### src/rtl/fetch_unit.sv
`default_nettype none
// ============================================================================
//  Module   : fetch_unit
//  Purpose  : MIPS instruction-fetch stage. It holds the PC, drives the
//             I-cache read request, selects the next PC (sequential, branch
//             or jump) and owns the IF/ID pipeline latch.
//  Revision : 1.0 - initial release
// ============================================================================
module fetch_unit #(
  parameter logic [31:0] PC_INIT  = 32'h0000_0000,
  parameter logic [31:0] NOP_WORD = 32'h0000_0000
) (
  input  logic        CLK,
  input  logic        nRST,
  input  logic        pcWEN,
  input  logic        IFID_enable,
  input  logic        IFID_flush,
  input  logic        halt,
  input  logic        branch_taken,
  input  logic [31:0] branch_target,
  input  logic        jump_taken,
  input  logic [31:0] jump_target,
  input  logic        ihit,
  input  logic [31:0] iload,
  output logic        iREN,
  output logic [31:0] iaddr,
  output logic [31:0] IFID_instr,
  output logic [31:0] IFID_pc,
  output logic [31:0] IFID_npc,
  output logic        IFID_valid,
  output logic        halted
);

  typedef enum logic [1:0] {
    RUN    = 2'd0,
    PEND   = 2'd1,
    HALTED = 2'd2
  } state_t;

  state_t      r_state;
  state_t      w_state_nxt;
  logic [31:0] r_pc;
  logic [31:0] w_pc_nxt;
  logic        r_pend_v;
  logic        w_pend_v_nxt;
  logic [31:0] r_pend_addr;
  logic [31:0] w_pend_addr_nxt;
  logic [31:0] w_pc_plus4;

  // Sequential successor; wraps naturally modulo 2^32.
  assign w_pc_plus4 = r_pc + 32'd4;

  assign iaddr  = r_pc;
  assign iREN   = (r_state != HALTED);
  assign halted = (r_state == HALTED);

  // State, PC and pending-redirect registers.
  always_ff @(posedge CLK or negedge nRST) begin
    if (!nRST) begin
      r_state     <= RUN;
      r_pc        <= PC_INIT;
      r_pend_v    <= 1'b0;
      r_pend_addr <= 32'h0;
    end else begin
      r_state     <= w_state_nxt;
      r_pc        <= w_pc_nxt;
      r_pend_v    <= w_pend_v_nxt;
      r_pend_addr <= w_pend_addr_nxt;
    end
  end

  // Next-state / next-PC: halt beats everything, then a PC write consumes
  // redirects, otherwise a redirect is parked until the PC may move.
  always_comb begin
    w_state_nxt     = r_state;
    w_pc_nxt        = r_pc;
    w_pend_v_nxt    = r_pend_v;
    w_pend_addr_nxt = r_pend_addr;

    if (halt) begin
      w_state_nxt  = HALTED;
      w_pend_v_nxt = 1'b0;
    end else if (r_state == HALTED) begin
      w_state_nxt  = HALTED;
      w_pend_v_nxt = 1'b0;
    end else if (pcWEN) begin
      if (branch_taken)    w_pc_nxt = branch_target;
      else if (r_pend_v)   w_pc_nxt = r_pend_addr;
      else if (jump_taken) w_pc_nxt = jump_target;
      else                 w_pc_nxt = w_pc_plus4;
      w_pend_v_nxt = 1'b0;
      w_state_nxt  = RUN;
    end else if (branch_taken) begin
      // A later branch supersedes whatever was parked.
      w_pend_addr_nxt = branch_target;
      w_pend_v_nxt    = 1'b1;
      w_state_nxt     = PEND;
    end else if (jump_taken) begin
      // An already parked redirect is older and therefore wins over a jump.
      if (!r_pend_v) w_pend_addr_nxt = jump_target;
      w_pend_v_nxt = 1'b1;
      w_state_nxt  = PEND;
    end
  end

  // IF/ID latch: flush first, then load (real fetch or halted bubble), else hold.
  always_ff @(posedge CLK or negedge nRST) begin
    if (!nRST) begin
      IFID_instr <= NOP_WORD;
      IFID_pc    <= 32'h0;
      IFID_npc   <= 32'h0;
      IFID_valid <= 1'b0;
    end else if (IFID_flush) begin
      IFID_instr <= NOP_WORD;
      IFID_pc    <= 32'h0;
      IFID_npc   <= 32'h0;
      IFID_valid <= 1'b0;
    end else if (IFID_enable && (r_state != HALTED)) begin
      IFID_instr <= ihit ? iload : NOP_WORD;
      IFID_pc    <= r_pc;
      IFID_npc   <= w_pc_plus4;
      IFID_valid <= ihit;
    end else if (IFID_enable) begin
      IFID_instr <= NOP_WORD;
      IFID_pc    <= 32'h0;
      IFID_npc   <= 32'h0;
      IFID_valid <= 1'b0;
    end
  end

endmodule
`default_nettype wire
### config.mk
export PLATFORM = sky130hd
export DESIGN_NAME = fetch_unit
export DESIGN_NICKNAME = d
export VERILOG_FILES = /design/src/rtl/fetch_unit.sv
export SDC_FILE = /design/constraint.sdc
export NUM_CORES = 1
export LEC_CHECK = 0
export CORE_MARGIN = 4
export CORE_UTILIZATION = 35
export CTS_CLUSTER_SIZE = 10
export DETAILED_ROUTE_END_ITERATION = 10
export HOLD_SLACK_MARGIN = 0.05
export PLACE_DENSITY = 0.59
export SYNTH_ARGS = -nofsm -noshare
export SYNTH_HDL_FRONTEND = slang
export SYNTH_SLANG_ARGS = --single-unit
### constraint.sdc
create_clock -name CLK -period 3.9 [get_ports CLK]
set_input_delay 0.39 -clock CLK [delete_from_list [all_inputs] [get_ports CLK]]
set_output_delay 0.39 -clock CLK [all_outputs]
set_load 0.05 [all_outputs]
==> flow_metrics.env, run 1 <==
export IMPL_setup_tns_final_ns=0
export IMPL_cpLargestDelayFamily="buffers and inverters"
export IMPL_multi_input_area_um2=3510
export IMPL_ios=236
export IMPL_core_um2=22000
export IMPL_cts_made_buffers=17
export IMPL_layout_commonest_cell="clkdlybuf4s50_1"
export IMPL_ys_warn_count=0
export IMPL_drt_wl_total_mm=26.5
export IMPL_nets=1072
export IMPL_ys_ff_latch=161
export IMPL_yosysTopAreaCell="dfrtp_1"
export IMPL_die_h_um=158
export IMPL_cts_htree_levels=4
export IMPL_syn_nets=872
export IMPL_firstDrtPassIters=5
export IMPL_nFillCells=2027
export IMPL_synth_simple_area_share=0.139
export IMPL_gr_total_overflow=0
export IMPL_p_leak_nw=4.71
export IMPL_synth_avg_cell_area_um2=10.2
export IMPL_drtIter0Drc=717
export IMPL_syn_to_final_growth_pct=40.9
export IMPL_synth_top_family_by_area="compound AO/OA/AOI/OAI gates"
export IMPL_outcome="completed"
export IMPL_ctsResizeCount=0
export IMPL_worst_path_buf_inv=2
export IMPL_port_buffers=235
export IMPL_rows=54
export IMPL_grt_pass1_wl_mm=40.2
export IMPL_maxCapViolCount=0
export IMPL_cp_max_fo=17
export IMPL_cts_setup_buffers=0
export IMPL_cts_hold_buf=0
export IMPL_grt_setup_unrepaired="false"
export IMPL_clock_sinks=161
export IMPL_synth_distinct_cells=63
export IMPL_vias_per_cell=5.48
export IMPL_slowest_delay_ns=0.86
export IMPL_hp_class="primary input to asynchronous set/reset pin"
export IMPL_cp_end_kind="output port"
export IMPL_worst_skew_pair_late_latency_ns=0.42
export IMPL_synth_area_um2=7840
export IMPL_grt_pass1_vias=6512
export IMPL_fmax_mhz=340
export IMPL_instances_no_fill=1259
export IMPL_synthAdderAreaFrac=0.00160
export IMPL_path_class="flip-flop to output port"
export IMPL_use_met3=0.0413
export IMPL_synth_compound_area_frac=0.244
export IMPL_grt_busiest_layer="met1"
export IMPL_synth_top_area_frac=0.514
export IMPL_netlist_instances=766
export IMPL_post_drt_wl_per_cell_um=21.0
export IMPL_start_kind="flip-flop"
export IMPL_powerDensity_nw_per_um2=401
export IMPL_route_detailed_drc=0
export IMPL_min_period_over_period=0.754
export IMPL_cts_root_buf="clkbuf_16"
export IMPL_ant_nets=0
export IMPL_slew_headroom=0.338
export IMPL_fp_dieW_um=158
export IMPL_ys_top_cells_by_area="dfrtp_1 (51%), a22o_1 (7.9%), nand2_1 (4.8%), o21ai_0 (4.3%), mux2i_1 (3.1%)"
export IMPL_cts_tree="yes"
export IMPL_clk_pin_slew_ns=0.06
export IMPL_crit_arrival_ns=2.55
export IMPL_grt_total_usage=0.208
export IMPL_num_vias=6894
export IMPL_async_flop_share=1.00
export IMPL_mostFrequentLayoutCells="clkdlybuf4s50_1 (233), dfrtp_1 (161), nand2_1 (101)"
export IMPL_min_period_ns=2.94
export IMPL_synth_xor_xnor_area_share=0.0279
export IMPL_final_setup_viol_count=0
export IMPL_cp_slowest_cell="clkdlybuf4s50_1"
export IMPL_synth_edf_count=0
export IMPL_grtUsageMet1=0.316
export IMPL_hold_slack_ns=0.0228
export IMPL_ys_seq_area_frac=0.514
export IMPL_skew_ns=0.0106
export IMPL_final_layout_size_suffix_gt1_frac=0.0735
export IMPL_hold_viol=0
export IMPL_place_hpwl_mm=19.2
export IMPL_ir_drop_v=0.000217
export IMPL_muxShareOfSynthArea=0.0321
export IMPL_antenna_found_initial=0
export IMPL_n_antenna_cell=0
export IMPL_slew_viol_final=0
export IMPL_cp_data_required_time_ns=3.51
export IMPL_grt_max_degree=87
export IMPL_initial_utilization=0.357
export IMPL_cp_cell_sequence="nand2b_1, inv_2, clkdlybuf4s50_1"
export IMPL_regArea_um2=4030
export IMPL_dieArea_um2=24900
export IMPL_place_inst=1227
export IMPL_tightest_slew_ns=0.991
export IMPL_cts_buffer_depth=2
export IMPL_gp_congestion=0.826
export IMPL_use_met2=0.305
export IMPL_synthFlopType="dfrtp_1"
==> worst register-to-register path: stages (launching register included) <==
cell,delay (ns)
dfrtp_1,0.72
nand2b_1,0.39
inv_2,0.18
nor3b_4,0.21
buf_4,0.39
nand2_1,0.20
o22ai_1,0.18
a21oi_1,0.06
==> flip-flops by register name, indices dropped and copies added (netlist names) <==
name         count
r_pend_addr     32
IFID_instr      32
IFID_valid       1
iaddr           32
r_state          2
IFID_pc         32
IFID_npc        30
==> metal layers <==
metal | vias to the layer above | routed length [um]
li1 | 3246 | -
met3 | 24 | 2140
met1 | 3297 | 12500
met4 | 0 | 309
met5 | - | 0
met2 | 327 | 11500
==> cell families (layout without fill, tap and decap cells) <==
| group | Yosys count | in the layout |
|---|---|---|
| simple gates | 204 | 204 |
| xor+xnor | 25 | 25 |
| compound gates | 277 | 277 |
| buf+inv | 73 | 286 |
| flops | 161 | 161 |
| mux | 25 | 25 |
| fa+ha+maj | 1 | 1 |
==> final timing paths <==
kind                             start           to  slack [ns]  depth (start not counted)
max in group asynchronous         nRST     iaddr[7]        2.96                          2
max                         r_state[0]       halted        0.96                          3
max reg2reg                 r_state[0]     iaddr[0]        1.40                          7
min                               nRST  IFID_pc[21]        0.02                          1
min reg2reg                IFID_npc[7]  IFID_npc[7]        0.48                          2
min in group CLK           IFID_npc[7]  IFID_npc[7]        0.48                          2
==> power by group <==
part,switching (mW),leakage [nW],internal (mW)
clock,0.734,0.317,1.10
combinational,0.400,2.20,0.279
sequential,0.153,2.19,1.76
total,1.29,4.71,3.14
==> metrics by stage <==
step | power, mW | instance area [um^2] | setup WS, ns | utilization
2_1_floorplan | 2.26 | 7840 | 1.66 | -
3_5_place_dp | 2.62 | 10400 | 1.17 | 0.474
4_1_cts | 4.46 | 11000 | 0.923 | 0.503
3_3_place_gp | 2.62 | 10400 | 1.22 | 0.474
6_report | 4.43 | 11000 | 0.960 | 0.503
5_1_grt | 4.60 | 11000 | 0.854 | 0.503
==> cell type report <==
type | count | share of cell area
clock inverters | 14 | 0.0184
multi-input cells | 532 | 0.318
inverters | 5 | 0.00170
repair buffers | 249 | 0.226
clock buffers | 18 | 0.0398
flip-flops and latches | 161 | 0.365
well taps | 280 | 0.0317
==> Yosys cell counts (all sizes together) (3+ instances only) <==
| cell type | number |
|---|---|
| a211oi | 11 |
| mux2i | 24 |
| nor3 | 12 |
| nand2 | 102 |
| o211ai | 4 |
| a31oi | 14 |
| nor2 | 24 |
| inv | 5 |
| nand4 | 11 |
| and2 | 4 |
| a21oi | 22 |
| or3 | 5 |
| and4 | 6 |
| nand3 | 15 |
| o31ai | 3 |
| buf | 34 |
| o221ai | 3 |
| o21ai | 80 |
| nor4 | 3 |
| a22o | 71 |
| nand2b | 4 |
| o22a | 4 |
| a2bb2oi | 3 |
| and3 | 12 |
| a221oi | 5 |
| clkbuf | 34 |
| nor3b | 3 |
| xnor2 | 11 |
| o21a | 5 |
| dfrtp | 161 |
| o22ai | 18 |
| a21boi | 15 |
| xor2 | 14 |
| a21o | 3 |
No activity file was read; power rests on OpenSTA's default activity.
==> run 2, diff against run 1 <==
--- a/config.mk
+++ b/config.mk
@@ -10,7 +10,7 @@
 export CTS_CLUSTER_SIZE = 10
 export DETAILED_ROUTE_END_ITERATION = 10
 export HOLD_SLACK_MARGIN = 0.05
-export PLACE_DENSITY = 0.59
+export PLACE_DENSITY = 0.62
 export SYNTH_ARGS = -nofsm -noshare
 export SYNTH_HDL_FRONTEND = slang
 export SYNTH_SLANG_ARGS = --single-unit
==> constraint.sdc (replaced) <==
create_clock -name CLK -period 2.6 [get_ports CLK]
set_input_delay 0.26 -clock CLK [delete_from_list [all_inputs] [get_ports CLK]]
set_output_delay 0.26 -clock CLK [all_outputs]
set_load 0.05 [all_outputs]
==> run 2 against run 1 <==
Via count increased by 2.8%. Largest power group unchanged. Non-clock buffer count grew 25. Hold slack improved by 0.35 ns. First-iteration DRC count is 10% lower. Setup slack worse by 0.66 ns. Combinational power increased by 68%. Critical endpoint is now iaddr[18]. Clock-buffer cell count did not move.
==> flow_metrics.env, run 2 (synthesized netlist as in run 1, its figures left out) <==
export IMPL_fp_dieW_um=158
export IMPL_rows=54
export IMPL_ctsResizeCount=0
export IMPL_p_clk_frac=0.411
export IMPL_mostFrequentLayoutCells="clkdlybuf4s50_1 (231), dfrtp_1 (161), nand2_1 (101)"
export IMPL_p_leak_nw=4.83
export IMPL_wl_met1_mm=12.7
export IMPL_ios=236
export IMPL_slowest_delay_ns=0.54
export IMPL_p_int_mw=4.75
export IMPL_slew_viol_final=0
export IMPL_hold_slack_ns=0.368
export IMPL_hp_class="primary input to asynchronous set/reset pin"
export IMPL_cp_slowest_cell="nor4_4"
export IMPL_ir_drop_v=0.000281
export IMPL_skew_ns=0.00912
export IMPL_port_buffers=235
export IMPL_tightest_slew_ns=0.659
export IMPL_wl_met3_mm=2.24
export IMPL_firstDrtPassIters=5
export IMPL_grt_total_usage=0.217
export IMPL_grt_max_degree=62
export IMPL_min_period_ns=2.30
export IMPL_nFillCells=2003
export IMPL_layout_commonest_cell="clkdlybuf4s50_1"
export IMPL_grt_pass1_wl_mm=41.9
export IMPL_dieArea_um2=24900
export IMPL_sequentialPowerShare=0.419
export IMPL_nets=1097
export IMPL_initial_utilization=0.357
export IMPL_cts_htree_levels=4
export IMPL_clock_sinks=161
export IMPL_setup_tns_final_ns=0
export IMPL_min_period_over_period=0.885
export IMPL_gr_total_overflow=0
export IMPL_final_setup_viol_count=0
export IMPL_path_class="flip-flop to flip-flop"
export IMPL_cp_max_fo=8
export IMPL_top_layer_used="met4"
export IMPL_place_hpwl_mm=20.2
export IMPL_route_detailed_drc=0
export IMPL_cts_made_buffers=17
export IMPL_p_sw_frac=0.292
export IMPL_cts_hold_buf=1
export IMPL_syn_to_final_growth_pct=43.7
export IMPL_num_vias=7090
export IMPL_antenna_found_initial=1
export IMPL_clk_pin_slew_ns=0.07
export IMPL_crit_arrival_ns=2.62
export IMPL_cts_root_buf="clkbuf_16"
export IMPL_drt_wl_total_mm=27.1
export IMPL_grt_pass1_vias=6944
export IMPL_powerDensity_nw_per_um2=595
export IMPL_maxCapViolCount=0
export IMPL_drtIter0Drc=642
export IMPL_gp_congestion=0.881
export IMPL_core_um2=22000
export IMPL_cp_data_required_time_ns=2.92
export IMPL_grt_setup_unrepaired="false"
export IMPL_cts_setup_buffers=0
export IMPL_combPwrFrac=0.170
export IMPL_cp_cell_sequence="ha_1, nand2_4, nor4_4, nand3_2, a31o_1, a32o_1"
export IMPL_post_drt_wl_per_cell_um=21.1
export IMPL_die_h_um=158
export IMPL_fmax_mhz=435
export IMPL_cp_end_kind="flip-flop"
export IMPL_cts_buffer_depth=2
export IMPL_final_layout_size_suffix_gt1_frac=0.0976
export IMPL_switchingPower_mw=1.96
export IMPL_hold_viol=0
export IMPL_outcome="completed"
export IMPL_worst_skew_pair_late_latency_ns=0.43
export IMPL_slew_headroom=0.560
export IMPL_start_kind="flip-flop"
export IMPL_ant_nets=0
export IMPL_cts_tree="yes"
export IMPL_vias_per_cell=5.52
export IMPL_wl_met2_mm=11.8
==> run 2: cell types whose count changed in the layout (fill, tap and decap cells not counted), sizes merged <==
cell	change
buf	+26
clkinv	-5
clkinvlp	+5
clkdlybuf4s50	-2
diode	+1
dlygate4sd3	+1
==> run 2: critical path: cells and delay by family (launching register included) <==
kind            cells  cell delay (ns)
compound gates      2             0.42
fa+ha+maj           1             0.34
flops               1             0.53
simple gates        3             0.89
==> run 2: routing by layer <==
layer  vias to the layer above  GRT usage
met5                         -          0
met4                         0     0.0533
met1                      3428      0.323
li1                       3308          -
met3                        29     0.0508
met2                       325      0.319
==> run 2: final timing paths <==
check | slack, ns | to | start | cells past startpoint
worst max register to register | 0.30 | iaddr[18] | iaddr[2] | 6
worst min-delay path | 0.37 | IFID_pc[26] | nRST | 2
worst max-delay path | 0.30 | iaddr[18] | iaddr[2] | 6
worst min register to register | 0.48 | IFID_valid | IFID_valid | 1
max in group asynchronous | 1.36 | IFID_instr[22] | nRST | 3
min in group CLK | 0.42 | IFID_instr[23] | iload[23] | 2
==> run 2: power groups by stage <==
stage	clock network [mW]	logic, mW	registers (mW)
after global placement	0	1.13	2.85
after floorplan	0	0.361	3.03
after detailed placement	0	1.14	2.85
after CTS	2.81	1.15	2.81
after global routing	2.91	1.22	2.83
final	2.76	1.14	2.81
==> run 2: stage by stage <==
stage	setup WS, ns	area [um^2]	total power, mW	util	instances
2_1_floorplan	0.356	7840	3.40	-	766
3_3_place_gp	0.343	10600	3.99	0.483	1251
3_5_place_dp	0.327	10600	4.00	0.483	1251
4_1_cts	0.309	11300	6.76	0.513	1284
5_1_grt	0.200	11300	6.97	0.513	1285
6_report	0.300	11300	6.71	0.513	1285
==> run 2: final cells by class <==
| cell class | count | area (um^2) | area share |
|---|---|---|---|
| inverter | 5 | 18.8 | 0.00167 |
| multi-input combinational | 532 | 3510 | 0.312 |
| clock buffer | 18 | 439 | 0.0390 |
| antenna | 1 | 2.50 | 0.000222 |
| timing repair buffer | 274 | 2710 | 0.241 |
| clock inverter | 14 | 203 | 0.0180 |
| sequential | 161 | 4030 | 0.357 |
| tap | 280 | 350 | 0.0311 |
